$ cat config.mk
export PLATFORM = sky130hd
export DESIGN_NAME = hazard_id_ex_stage
export DESIGN_NICKNAME = d
export VERILOG_FILES = /design/src/rtl/hazard_id_ex_stage.sv
export SDC_FILE = /design/constraint.sdc
export NUM_CORES = 1
export LEC_CHECK = 0
export BUFFER_PORTS_ARGS = -buffer_cell sky130_fd_sc_hd__buf_4
export CORE_AREA = 2 2 134 136
export DETAILED_ROUTE_END_ITERATION = 10
export DIE_AREA = 0 0 136 138
export GPL_TIMING_DRIVEN = 0
export PLACE_DENSITY_LB_ADDON = 0.25
export SETUP_SLACK_MARGIN = 0.05
export SYNTH_ARGS = -nofsm -noshare
export SYNTH_HDL_FRONTEND = slang
export SYNTH_SLANG_ARGS = --single-unit
$ cat constraint.sdc
create_clock -name clk -period 1.9 [get_ports clk]
set_input_delay 0.095 -clock clk [delete_from_list [all_inputs] [get_ports clk]]
set_output_delay 0.095 -clock clk [all_outputs]
set_load 0.02 [all_outputs]
$ cat src/rtl/hazard_id_ex_stage.sv
// ID/EX pipeline register with load-use / branch-operand hazard detection and stall sequencing.
// Latency: 1 cycle ID->EX; pc_write/if_id_write are combinational; flush overrides any stall.
module hazard_id_ex_stage #(
  parameter int DATA_W = 32,
  parameter int CNT_W  = 16
) (
  input  logic              clk,
  input  logic              rst,
  input  logic [31:0]       id_instruction,
  input  logic [7:0]        id_ctrl,
  input  logic              id_regdst,
  input  logic [DATA_W-1:0] id_read_data1,
  input  logic [DATA_W-1:0] id_read_data2,
  input  logic [DATA_W-1:0] id_sign_ext,
  input  logic [DATA_W-1:0] id_pc_plus4,
  input  logic              ex_mem_memread,
  input  logic [4:0]        ex_mem_rd,
  input  logic              flush,
  output logic [4:0]        ID_EX_RegisterRs,
  output logic [4:0]        ID_EX_RegisterRt,
  output logic [4:0]        ID_EX_RegisterRd,
  output logic              ID_EX_RegWrite,
  output logic              ID_EX_MemRead,
  output logic [7:0]        ex_ctrl,
  output logic [DATA_W-1:0] ex_read_data1,
  output logic [DATA_W-1:0] ex_read_data2,
  output logic [DATA_W-1:0] ex_sign_ext,
  output logic [DATA_W-1:0] ex_pc_plus4,
  output logic              pc_write,
  output logic              if_id_write,
  output logic [CNT_W-1:0]  stall_cycles
);

  typedef enum logic {RUN, HOLD} state_t;

  state_t state;
  logic   hold_cnt;

  logic [4:0] id_rs, id_rt, id_rd;
  logic       id_branch;
  logic       h1, h2, h3, h4;
  logic       stall;
  logic       unused_bits;

  assign id_rs     = id_instruction[25:21];
  assign id_rt     = id_instruction[20:16];
  assign id_rd     = id_instruction[15:11];
  assign id_branch = id_ctrl[3];
  assign unused_bits = ^{id_instruction[31:26], id_instruction[10:0]};

  function automatic logic src_match(input logic [4:0] dst, input logic [4:0] a,
                                     input logic [4:0] b);
    return (dst != 5'd0) && ((dst == a) || (dst == b));
  endfunction

  assign h1 = ID_EX_MemRead && src_match(ID_EX_RegisterRd, id_rs, id_rt);
  assign h2 = id_branch && ID_EX_RegWrite && !ID_EX_MemRead &&
              src_match(ID_EX_RegisterRd, id_rs, id_rt);
  assign h3 = id_branch && ID_EX_MemRead && src_match(ID_EX_RegisterRd, id_rs, id_rt);
  assign h4 = id_branch && ex_mem_memread && src_match(ex_mem_rd, id_rs, id_rt);

  // The second bubble of a branch-after-load comes from HOLD alone, whatever ex_mem_* shows.
  assign stall = ((state == HOLD) && hold_cnt) ? 1'b1 : (h1 | h2 | h3 | h4);

  assign pc_write    = flush | ~stall;
  assign if_id_write = flush | ~stall;

  assign ID_EX_RegWrite = ex_ctrl[7];
  assign ID_EX_MemRead  = ex_ctrl[6];

  always_ff @(posedge clk) begin
    if (rst) begin
      state            <= RUN;
      hold_cnt         <= 1'b0;
      stall_cycles     <= '0;
      ex_ctrl          <= '0;
      ID_EX_RegisterRs <= '0;
      ID_EX_RegisterRt <= '0;
      ID_EX_RegisterRd <= '0;
      ex_read_data1    <= '0;
      ex_read_data2    <= '0;
      ex_sign_ext      <= '0;
      ex_pc_plus4      <= '0;
    end else begin
      if (flush || stall) begin
        ex_ctrl          <= '0;
        ID_EX_RegisterRs <= '0;
        ID_EX_RegisterRt <= '0;
        ID_EX_RegisterRd <= '0;
        ex_read_data1    <= '0;
        ex_read_data2    <= '0;
        ex_sign_ext      <= '0;
        ex_pc_plus4      <= '0;
      end else begin
        ex_ctrl          <= id_ctrl;
        ID_EX_RegisterRs <= id_rs;
        ID_EX_RegisterRt <= id_rt;
        ID_EX_RegisterRd <= id_regdst ? id_rd : id_rt;
        ex_read_data1    <= id_read_data1;
        ex_read_data2    <= id_read_data2;
        ex_sign_ext      <= id_sign_ext;
        ex_pc_plus4      <= id_pc_plus4;
      end

      if (flush || (state == HOLD)) begin
        state    <= RUN;
        hold_cnt <= 1'b0;
      end else if (h3) begin
        state    <= HOLD;
        hold_cnt <= 1'b1;
      end

      if (!flush && stall && (stall_cycles != {CNT_W{1'b1}}))
        stall_cycles <= stall_cycles + 1'b1;
    end
  end

endmodule

==> summary.md <==
| Metric | Value |
|---|---|
| Reg-to-Reg End | stall_cycles[6] |
| Min cycle time layout | 2.18 ns |
| TNS Setup | -22.96 ns |
| Core ar. | ~18,000 sq um |
| Share of layout cells above drive strength 1 | 0.437 |
| Number of synthesized flops with an enable pin | 0 |
| Wirelength per Cell | 14.9 um |
| Fmax | around 0.46 GHz |
| Area grow syn2layout | 101% |
| Commonest non-fill, non-tap cell in the layout | buf_4 |
| Port Buf Inserts | 330 |
| Via count | 5,122 |
| Die footprint | 18,800 sq um |
| First-pass GRT wire length | approximately 27 mm |
| Reg power frac | 0.440 |
| R2R setup slack | -0.28 ns |
| Count of cell types in the netlist | 42 |
| DRT antenna net count | 0 |
| R2R depth | 11 |
| H-tree depth | 4 |
| P_sw | about 2.1 mW |
| Vias in the first global route | 5,215 |
| Drt drc | 0 |
| Ys async rst share | 0 |
| Die Y | about 140 um |
| Final wirelength | 18.3 mm |
| Std cell rows | 49 |
| CP endpoint | stall_cycles[6] |
| Antenna violations before repair | 0 |
| Worst-path clk slew | 0.07 ns |
| Cell Area, Placed | 8090 sq um |
| TritonCTS Buffers | 17 |
| Sw Ratio | 0.254 |
| Most used DFF post-synth | dfxtp_1 |
| Total gr overflow | 0 |
| Synth Net Count | 647 |
| Worst hold-check path type | in2reg |
| Final core occ | 0.606 |
| Final period utilization | 1.15 |
| Sequential share of the synthesized area | 0.635 |
| Gate Count Post-Synth | 468 |
| Kind of critical path | reg2reg |
| # diodes | 0 |
| Max Slew Vio Count | 0 |
| Crit path from | ID_EX_RegisterRd[0] |
| Max-Cap Viols | 0 |
| Clk pwr share | 0.412 |
| Nets | ~1.2k |
| Setup violations, final | 153 |
| Clock Tree Buf Depth | 2 |
| Status | finished, violations left |
| Clk_skew | 0.0116 ns |
| Maximum vdd drop | 0.000594 V |
| RR Startpoint | ID_EX_RegisterRd[0] |
| Worst slack at placement | -0.313 ns |
| Fillers | 1,444 |
| Dpl cells | roughly 1k |
| FF+latch count, synth | 168 |
| Largest net degree at the start of global routing | 18 |
| Worst setup margin | -0.278 ns |
| Synthesis Warnings | 0 |
| Worst slew pin tran | 0.576 ns |
| P per Cell Area | 792 nW/um^2 |
| CTS Root Buffer Type | clkbuf_16 |
| Worst EP required | 2.20 ns |
| TritonRoute pass-1 iters | 4 |
| Initial Utilization | 0.302 |
| Combinational fraction of design power | 0.148 |
| Initial DRC count | slightly below 90 |
| Mapped Area | 5300 sq um |
| Avg Inst Size Synth | 11.3 sq um |
| Total track usage | 0.190 |
| RSZ-0062 raised after global routing | yes |
| Post-Layout Cell Count | 1,227 |
| Relative slew slack | 0.615 |
| I/O pin total | between 300 and 400 |
| Final Hold Fails | 0 |
| DP Wirelength | 12.4 mm |
| CP endpoint kind | flip-flop |
| CP startpoint kind | flip-flop |
| CTS tree | done |
| Die W | 136 um |
| CP arrival | 2.47 ns |
| Vias/cell | 4.17 |
| CTS sink cnt | 168 |
| Gpl congestion | ~0.79 |
| Most frequent cells in the layout | 341 x buf_4, 159 x dfxtp_1, 156 x dlygate4sd3_1, 146 x and2_1, 21 x nor2_1 |
| Later-pin clock latency in the skew report | roughly 0.43 ns |
| Crit path max fanout | 5 |
| P_int | 6.27 mW |
| LEAKAGE | 4.90 nW |
| Final Instance Area | 10,600 sq um |
| Failing checks | setup timing |
-- logic make-up (layout without fill, tap and decap cells) --
group / count (synthesis) / after routing / share of synthesized area
xor+xnor: 26 / 26 / 0.0430
compound gates: 22 / 22 / 0.0354
mux: 10 / 10 / 0.0198
flops: 168 / 168 / 0.635
simple gates: 213 / 213 / 0.237
fa+ha+maj: 1 / 1 / 0.00236
buf+inv: 28 / 558 / 0.0276
-- flip-flops by register name, indices dropped and copies added (netlist names) --
name / cells
ex_pc_plus4: 32
ex_read_data1: 32
ex_read_data2: 32
ex_sign_ext: 32
stall_cycles: 16
ex_ctrl: 8
ID_EX_RegisterRd: 5
ID_EX_RegisterRs: 5
ID_EX_RegisterRt: 5
state: 1
-- what timing repair did --
item,4_1_cts,5_1_grt
endpoints found under the hold margin,152,0
resized for setup,48,24
pin swaps,15,16
cloned,1,0
endpoints found under the setup margin,163,164
buffers inserted,11,1
hold buffers,156,0
-- worst min path at each step --
stage	start	endpoint	slack, ns	cells after the start
2_1_floorplan	id_instruction[21]	ID_EX_RegisterRs[0]	0.22	1
3_3_place_gp	id_read_data2[27]	ex_read_data2[27]	0.30	2
3_5_place_dp	id_read_data2[2]	ex_read_data2[2]	0.30	2
4_1_cts	rst	state	0.02	4
5_1_grt	rst	stall_cycles[3]	0.06	3
6_report	rst	state	0.03	4
-- stage by stage --
stage	total power [mW]	hold slack, ns
after floorplan	4.16	0.217
after CTS	8.51	0.0152
after detailed placement	4.71	0.299
after global placement	4.69	0.296
after global routing	8.72	0.0607
final	8.41	0.0313
-- worst max-delay path, cell delays in order, from the launching register on --
cell and delay, ns:
dfxtp_4 0.37, buf_6 0.12, xnor2_2 0.16, nand3_2 0.11, o32ai_4 0.18, nand3_4 0.14, buf_6 0.16, buf_6 0.11
buf_6 0.11, a2111oi_4 0.35, xnor2_1 0.18, nor2_1 0.06
-- power by group through the flow --
stage | registers, mW | logic [mW] | clock network (mW)
finish | 3.70 | 1.25 | 3.46
global route | 3.71 | 1.33 | 3.68
CTS | 3.70 | 1.24 | 3.57
detailed placement | 3.78 | 0.924 | 0
global placement | 3.78 | 0.916 | 0
floorplan | 3.95 | 0.209 | 0
-- per-layer routing --
layer | global-route usage | up-vias | share of wire
li1 | - | 2537 | -
met5 | 0 | - | 0
met1 | 0.186 | 2350 | 0.36
met3 | 0.0631 | 38 | 0.077
met4 | 0.0844 | 0 | 0.029
met2 | 0.355 | 197 | 0.53
-- cells in the mapped netlist (2+ instances only) --
| master | n | share of area |
|---|---|---|
| clkbuf_1 | 2 | 0.0014 |
| clkbuf_2 | 14 | 0.013 |
| nand3_1 | 14 | 0.013 |
| a21o_1 | 3 | 0.0043 |
| mux2i_1 | 6 | 0.011 |
| and2_1 | 146 | 0.17 |
| nor2b_1 | 4 | 0.0047 |
| a2111oi_0 | 3 | 0.0050 |
| nor2_1 | 21 | 0.015 |
| a21oi_1 | 6 | 0.0057 |
| dfxtp_1 | 168 | 0.63 |
| nand2b_1 | 2 | 0.0024 |
| and4_1 | 2 | 0.0033 |
| inv_1 | 5 | 0.0035 |
| and3_1 | 2 | 0.0024 |
| nand4_1 | 4 | 0.0047 |
| nand2_1 | 9 | 0.0064 |
| xnor2_1 | 24 | 0.040 |
| mux2_2 | 3 | 0.0064 |
| buf_4 | 4 | 0.0057 |
| xor2_1 | 2 | 0.0033 |
| nor3_1 | 4 | 0.0038 |
-- final cells by class --
cell class                      instances  area, sq um  share of cell area
Clock buffer                           18          429              0.0404
Buffer                                 23          189              0.0178
Multi-Input combinational cell        272         2000               0.188
Inverter                                5         21.3             0.00200
Sequential cell                       168         3380               0.318
Clock inverter                         14          164              0.0154
Tap cell                              229          287              0.0270
Timing Repair Buffer                  498         4160               0.391
(Power assumes the default switching activity.)
